**src/rtl/program_loader.sv**
```systemverilog
// Byte-stream program loader: assembles big-endian 32-bit words from a host link
//   and writes them into program memory at BASE_ADDRESS + 4*index.
// Latency: mem_write pulses the cycle after the 4th byte of a word is accepted.
// Backpressure: byte_ready drops during the one-cycle WRITE state (5 cycles/word minimum).
//
// Ports:
//   clk, reset          rising-edge clock, synchronous active-high reset
//   start               begins a load (honoured in IDLE, DONE, ERROR only)
//   byte_valid/ready    byte stream handshake; byte_data is the stream byte
//   mem_write/address/data  program memory write port (address/data valid with mem_write)
//   busy, done, error   load status (done/error sticky until next start or reset)
//   words_written       words written in the current or last load
module program_loader #(
  parameter int                  MEMORY_DEPTH = 32,
  parameter int                  DATA_WIDTH   = 32,
  parameter logic [DATA_WIDTH-1:0] BASE_ADDRESS = 32'h0040_0000
) (
  input  logic                  clk,
  input  logic                  reset,
  input  logic                  start,
  input  logic                  byte_valid,
  input  logic [7:0]            byte_data,
  output logic                  byte_ready,
  output logic                  mem_write,
  output logic [DATA_WIDTH-1:0] mem_address,
  output logic [DATA_WIDTH-1:0] mem_data,
  output logic                  busy,
  output logic                  done,
  output logic                  error,
  output logic [15:0]           words_written
);

  localparam logic [2:0] IDLE   = 3'd0;
  localparam logic [2:0] HDR_HI = 3'd1;
  localparam logic [2:0] HDR_LO = 3'd2;
  localparam logic [2:0] DATA   = 3'd3;
  localparam logic [2:0] WRITE  = 3'd4;
  localparam logic [2:0] DONE   = 3'd5;
  localparam logic [2:0] ERROR  = 3'd6;

  logic [2:0]  state;
  logic [2:0]  nxt;
  logic [15:0] count;
  logic [15:0] index;
  logic [1:0]  byte_cnt;
  logic [31:0] word;
  logic [31:0] word_nxt;
  logic [15:0] hdr_full;
  logic        acc;
  logic        start_ok;

  assign acc      = byte_valid && byte_ready;
  assign start_ok = start && (state == IDLE || state == DONE || state == ERROR);
  assign word_nxt = {word[23:0], byte_data};
  assign hdr_full = {count[15:8], byte_data};

  always_comb begin
    nxt = state;
    case (state)
      IDLE, DONE, ERROR: if (start) nxt = HDR_HI;
      HDR_HI: if (acc) nxt = HDR_LO;
      HDR_LO: begin
        if (acc) begin
          if (hdr_full == 16'd0)                     nxt = DONE;
          else if (hdr_full > 16'(MEMORY_DEPTH))     nxt = ERROR;
          else                                       nxt = DATA;
        end
      end
      DATA:  if (acc && byte_cnt == 2'd3) nxt = WRITE;
      WRITE: nxt = (index + 16'd1 == count) ? DONE : DATA;
      default: nxt = IDLE;
    endcase
  end

  always_ff @(posedge clk) begin
    if (reset) begin
      state         <= IDLE;
      count         <= '0;
      index         <= '0;
      byte_cnt      <= '0;
      word          <= '0;
      byte_ready    <= 1'b0;
      mem_write     <= 1'b0;
      mem_address   <= '0;
      mem_data      <= '0;
      busy          <= 1'b0;
      done          <= 1'b0;
      error         <= 1'b0;
      words_written <= '0;
    end else begin
      state <= nxt;
      // Status outputs are registered from the next state so they line up with it.
      byte_ready <= (nxt == HDR_HI) || (nxt == HDR_LO) || (nxt == DATA);
      busy       <= (nxt == HDR_HI) || (nxt == HDR_LO) || (nxt == DATA) || (nxt == WRITE);
      done       <= (nxt == DONE);
      error      <= (nxt == ERROR);
      mem_write  <= (nxt == WRITE);

      if (start_ok) begin
        index         <= '0;
        words_written <= '0;
      end

      case (state)
        HDR_HI: if (acc) count[15:8] <= byte_data;
        HDR_LO: begin
          if (acc) begin
            count[7:0] <= byte_data;
            byte_cnt   <= '0;
            index      <= '0;
          end
        end
        DATA: begin
          if (acc) begin
            word     <= word_nxt;
            byte_cnt <= byte_cnt + 2'd1;
            // Address and data are captured here so they are valid alongside mem_write.
            if (byte_cnt == 2'd3) begin
              mem_address <= BASE_ADDRESS + (DATA_WIDTH'(index) << 2);
              mem_data    <= DATA_WIDTH'(word_nxt);
            end
          end
        end
        WRITE: begin
          index         <= index + 16'd1;
          words_written <= words_written + 16'd1;
          byte_cnt      <= '0;
        end
        default: ;
      endcase
    end
  end

endmodule

```
**config.mk**
```make
export PLATFORM = sky130hd
export DESIGN_NAME = program_loader
export DESIGN_NICKNAME = d
export VERILOG_FILES = /design/src/rtl/program_loader.sv
export SDC_FILE = /design/constraint.sdc
export NUM_CORES = 1
export LEC_CHECK = 0
export ABC_CLOCK_PERIOD_IN_PS = 2500
export CORE_UTILIZATION = 48
export DETAILED_ROUTE_END_ITERATION = 10
export DONT_BUFFER_PORTS = 1
export SYNTH_ARGS = -nofsm -noshare
export SYNTH_HDL_FRONTEND = slang
export SYNTH_SLANG_ARGS = --single-unit
```
**constraint.sdc**
```tcl
create_clock -name clk -period 2.5 [get_ports clk]
set_input_delay 0.25 -clock clk [delete_from_list [all_inputs] [get_ports clk]]
set_output_delay 0.25 -clock clk [all_outputs]
set_load 0.05 [all_outputs]
```
==> results of run 1 <==
## per-layer routing
metal / up-vias / part of all wire / GRT usage
met2: 119 / 0.47 / 0.3942
li1: 2540 / - / -
met5: - / 0 / 0
met3: 22 / 0.051 / 0.05517
met4: 0 / 0.021 / 0.1167
met1: 2366 / 0.45 / 0.3125
## sequential cells by signal, indices dropped and copies added, names as in the netlist
name	cells
error	1
index	16
state	3
words_written	16
byte_ready	1
busy	1
mem_write	1
mem_address	17
mem_data	32
byte_cnt	2
done	1
word	24
count	16
## repair_timing
action / in CTS / in global routing
hold endpoints to repair: 126 / 0
hold buffers: 16 / 0
gates resized for setup: 0 / 4
endpoints found under the setup margin: 0 / 6
## cell usage after synthesis (2+ instances only)
cell type / count
o22ai_1: 4
nor4_4: 2
a211oi_1: 3
nor3b_1: 2
a31oi_1: 5
mux2i_1: 18
nand3_1: 18
and4_1: 3
o211ai_1: 7
o221ai_1: 2
nor3_1: 8
o21ai_0: 14
dfxtp_1: 131
buf_2: 8
clkbuf_1: 38
nor2_1: 60
and4b_1: 2
nand2b_1: 4
nand4_1: 9
o21a_1: 3
nand2_1: 182
a21oi_1: 92
or4_1: 3
o21bai_1: 2
xnor2_1: 14
a311oi_1: 14
or3_1: 2
nand3b_1: 7
nor3_2: 3
inv_1: 10
o31a_1: 2
and3_1: 5
xor2_1: 5
ha_1: 3
and2_1: 3
nor4_1: 5
buf_4: 19
or4_4: 2
## report_power, final
group | internal [mW] | switching, mW
Combinational | 0.102 | 0.233
Clock | 1.84 | 0.892
Sequential | 2.11 | 0.0440
## layout make-up
class	count	area, sq um	share of cell area
multi-input cells	543	2973	0.4281
well taps	147	183.9	0.02649
inverters	10	37.54	0.005405
flip-flops and latches	131	2623	0.3777
repair buffers	53	480.5	0.06919
clock inverters	9	176.4	0.02541
clock buffers	21	470.5	0.06775
## stage by stage
stage / total power, mW / setup TNS (ps) / cells
3_5_place_dp: 2.472 / 0 / 868
2_1_floorplan: 2.447 / 0 / 752
3_3_place_gp: 2.468 / 0 / 868
5_1_grt: 5.368 / -10.40 / 914
4_1_cts: 5.256 / 0 / 914
6_report: 5.215 / 0 / 914
## path summary, 6_finish.rpt
check	start	end	cells after the start
min	reset	index[9]	2
min reg2reg	word[22]	mem_data[30]	2
max	state[1]	word[8]	7
max reg2reg	state[1]	word[8]	7
## layout by cell type, fill, tap and decap left out, types with 3 or more instances in the layout
master         count
a211oi_1           3
a21oi_1           92
a311oi_1          14
a31oi_1            5
and2_1             3
and3_1             3
and4_1             3
buf_4             35
bufinv_16          5
clkbuf_16         17
clkbuf_8           3
conb_1            15
dfxtp_1          131
dlygate4sd3_1     15
inv_1             10
mux2i_1           18
nand2_1          181
nand2b_1           4
nand3_1           18
nand3b_1           7
nand4_1            9
nor2_1            60
nor3_1             8
nor3_2             3
nor4_1             5
o211ai_1           7
o21a_1             3
o21ai_0           14
o22ai_1            4
or4_1              3
xnor2_1           14
xor2_1             5
## cells by family (layout without fill, tap and decap cells)
family / Yosys count / count (layout)
other cells: 1 / 15
mux: 18 / 18
fa+ha+maj: 3 / 3
flops: 131 / 131
buf+inv: 78 / 93
simple gates: 328 / 328
compound gates: 159 / 159
xor+xnor: 20 / 20
## worst register-to-register path: cells and delay by family (launching register included)
| kind | cells | cell delay (ps) |
|---|---|---|
| AND/OR/NAND/NOR | 3 | 650 |
| flip-flops | 1 | 490 |
| buffers and inverters | 3 | 1060 |
| AO/OA/AOI/OAI | 1 | 150 |
==> flow_metrics.tcl, run 1 <==
set metrics [dict create \
    final_area_sq_mm 0.006944 \
    fin_util 0.5781 \
    post_dp_cell_area_sq_mm 0.006110 \
    grt_antenna_before_repair 0 \
    cpPeakStageDelay_ps 570 \
    hold-worst-slack_ps 39.44 \
    slowest_stage "dlygate4sd3_1" \
    cts_tree "yes" \
    synth.top_cell.area_share 0.4436 \
    post-place-ws_ps 54.89 \
    leakage_nw 2.343 \
    crit_type "flop to flop" \
    vias 5047 \
    cts_sinks 131 \
    fmax_mhz 417.8 \
    rows 40 \
    path_max_fanout 24 \
    endpoint_kind "flop" \
    ys.flop_type "dfxtp_1" \
    min_path_type "input port to flop" \
    seq_area_frac_synth 0.4436 \
    setup_violations 0 \
    clkTransAtPathRegs_ps 60 \
    slew_viol_final 0 \
    worst_pin_slew_ps 622.2 \
    ys_ff_latch 131 \
    synthXorXnorAreaFrac 0.03196 \
    synthDistinctLibCells 62 \
    drcViolationCount 0 \
    cts-root-buf "clkbuf_16" \
    die_h_um 113.0 \
    initial_utilization 0.4922 \
    peakVddDrop_mv 0.4066 \
    grt_max_degree 121 \
    cts_buffers 17 \
    synth-simple-area-share 0.2574 \
    cpLargestDelayFamily "buffers and inverters" \
    synth_compound_area_frac 0.1649 \
    status "complete, no violations" \
    grt_pass1_vias 4753 \
    cp_common_cell "buf_4" \
    power.density_mw_per_mm2 750.9 \
    firstDrtPassIters 5 \
    area_growth_syn_to_layout_pct 17.46 \
    crit_required_ps 2860 \
    synth_edf_count 0 \
    first_iter_violations 363 \
    ios 97 \
    ff2ff_setup_slack_ps 110 \
    hold_viol 0 \
    post_cts_buffers 0 \
    netlist_instances 738 \
    path_buf_inv 3 \
    synth.area.top_cells "dfxtp_1 (44%), nand2_1 (12%), a21oi_1 (7.8%)" \
    clk_path_buf_depth 2 \
    crit_chain "buf_4 > and4b_1 > and2_1 > buf_4 > nand2_1 > a21oi_1 > dlygate4sd3_1" \
    cp.arrival_ps 2760 \
    synthAdderAreaFrac 0.006349 \
    insertion_delay_ps 430 \
    die_x_um 113.0 \
    portBuffers 0 \
    wl_um 15060 \
    startpoint_type "flop" \
    wl_per_cell_um 16.48 \
    antennaDiodeCount 0 \
    final_nets 771 \
    gp_congestion 0.8709 \
    synth_top_family_by_area "simple AND/OR/NAND/NOR gates" \
    synthMuxAreaShare 0.03048 \
    synth_top_area_cell "dfxtp_1" \
    dieArea_sq_mm 0.01276 \
    fillers 1123 \
    rsz0062_at_grt "yes" \
    drtAntennaViolNets 0 \
    post-route-min-period_ps 2394 \
    grt_pass1_wl_um 24280 \
    synth_area_sq_mm 0.005912 \
    htreeDepth 4 \
    slew_headroom 0.5846 \
    viasPerCell 5.522 \
    grtUsageTotal 0.2449 \
    avgSynthCellArea_sq_um 8.011 \
    min_period_over_period 0.9574 \
    drive_gt1_frac 0.1147 \
    yosys_warnings 0 \
    hpwlAfterDp_um 9879 \
    core_sq_mm 0.01201 \
    layout_setup_ws_ps 106.5 \
    cap_violations 0 \
    grt_remaining_overflow 0 \
    finClkSkew_ps 10.40 \
    synthArstFlopShare 0 \
]
(Power assumes the default switching activity.)
==> run 2: changes to the inputs <==
==> constraint.sdc (replaced) <==
create_clock -name clk -period 2.5 [get_ports clk]
set_input_delay 0.375 -clock clk [delete_from_list [all_inputs] [get_ports clk]]
set_output_delay 0.375 -clock clk [all_outputs]
set_load 0.05 [all_outputs]
==> flow_metrics.tcl, run 2 (synthesized netlist as in run 1, its figures left out) <==
set metrics [dict create \
    fmax_mhz 435.1 \
    min_path_type "input port to flop" \
    clk_path_buf_depth 2 \
    layout_common_cells "nand2_1 (181), dfxtp_1 (131), a21oi_1 (92), nor2_1 (60), buf_4 (37)" \
    rows 40 \
    worst_pin_slew_ps 617.4 \
    power_mw 5.109 \
    hold_viol 0 \
    rr_endpoint "done" \
    cp.arrival_ps 2650 \
    final_common_cell "nand2_1" \
    grt_max_degree 128 \
    dieArea_sq_mm 0.01276 \
    core_sq_mm 0.01201 \
    rsz0062_at_grt "no" \
    drtAntennaViolNets 0 \
    first_iter_violations 291 \
    vias 5082 \
    portBuffers 0 \
    antennaDiodeCount 0 \
    largest_reg_flops 32 \
    insertion_delay_ps 420 \
    peakVddDrop_mv 0.3971 \
    post-route-min-period_ps 2298 \
    slew_headroom 0.5878 \
    startpoint_type "flop" \
    setup_violations 0 \
    crit_type "flop to flop" \
    ff2ff_setup_slack_ps 200 \
    viasPerCell 5.640 \
    grt_antenna_before_repair 0 \
    cpPeakStageDelay_ps 600 \
    grtUsageTotal 0.2354 \
    finClkSkew_ps 4.426 \
    wl_per_cell_um 16.08 \
    slew_viol_final 0 \
    crit_required_ps 2850 \
    die_h_um 113.0 \
    fin_util 0.5634 \
    drive_gt1_frac 0.1220 \
    path_max_fanout 6 \
    hpwlAfterDp_um 9880 \
    final_nets 756 \
    cts-root-buf "clkbuf_16" \
    firstDrtPassIters 5 \
    grt_pass1_wl_um 23510 \
    final_area_sq_mm 0.006768 \
    htreeDepth 4 \
    leakage_nw 2.247 \
    power.density_mw_per_mm2 754.9 \
    path_buf_inv 0 \
    status "complete, no violations" \
    min_period_over_period 0.9193 \
    cts_sinks 131 \
    clkTransAtPathRegs_ps 60 \
    hold-worst-slack_ps 22.73 \
    cts_tree "yes" \
    holdPathEnd "word[4]" \
    post_dp_cell_area_sq_mm 0.006105 \
    wl_um 14490 \
    area_growth_syn_to_layout_pct 14.48 \
    whs_path_depth 1 \
    cpLargestDelayFamily "simple AND/OR/NAND/NOR gates" \
    die_x_um 113.0 \
    endpoint_kind "flop" \
    grt_pass1_vias 4615 \
    reg2reg_depth 7 \
    drcViolationCount 0 \
    cap_violations 0 \
    timing.rr.start "index[1]" \
    cts_buffers 17 \
    largest-register "mem_data" \
    crit_chain "ha_4 > and3_2 > a211oi_1 > a311oi_1 > o221ai_1 > or4_4 > a21boi_2" \
    cts_hold_buf 0 \
    ios 97 \
    initial_utilization 0.4922 \
    hp-start "reset" \
    slowest_stage "or4_4" \
    grt_remaining_overflow 0 \
    gp_congestion 0.9329 \
    finalSetupTns_ps 0 \
    largestRegisters "mem_data: 32 flops, word: 24 flops, mem_address: 17 flops" \
]
-- run 2: metal layers --
metal | routed length, um | part of all wire | track usage | vias to the layer above
met5 | 0 | 0 | 0 | -
met4 | 294 | 0.020 | 0.09737 | 0
met2 | 6653 | 0.46 | 0.3671 | 137
met3 | 685 | 0.047 | 0.05463 | 23
li1 | - | - | - | 2525
met1 | 6855 | 0.47 | 0.3147 | 2397
-- run 2: worst max path at each step --
| stage | start | to | slack (ps) | depth (start not counted) |
|---|---|---|---|---|
| global route | index[1] | state[2] | 20 | 7 |
| floorplan | index[1] | state[2] | 320 | 7 |
| global placement | index[1] | done | 170 | 7 |
| detailed placement | index[1] | done | 70 | 7 |
| finish | index[1] | done | 200 | 7 |
| CTS | index[1] | done | 60 | 7 |
-- run 2: what timing repair did --
| action | in CTS | in global routing |
|---|---|---|
| gates resized for setup | 0 | 5 |
| endpoints found under the setup margin | 0 | 5 |
| hold endpoints to repair | 0 | 0 |
| setup buffers | 0 | 0 |
-- run 2: metrics by stage --
stage	worst slack (ps)	cells
global placement	172.7	869
finish	201.9	901
detailed placement	74.46	869
CTS	56.32	901
floorplan	321.2	752
global route	24.15	901
-- run 2: power by group --
group	internal [mW]	switching [mW]	total, mW
sequential	2.11	0.0406	2.15
clock	1.71	0.966	2.67
combinational	0.0889	0.200	0.289
-- run 2: cell type report --
class / count / area, sq um
Sequential cell: 131 / 2623
Clock inverter: 14 / 197.7
Clock buffer: 18 / 439.2
Inverter: 10 / 37.54
Multi-Input combinational cell: 543 / 2989
Fill cell: 1118 / 5244
Timing Repair Buffer: 38 / 297.8
Tap cell: 147 / 183.9
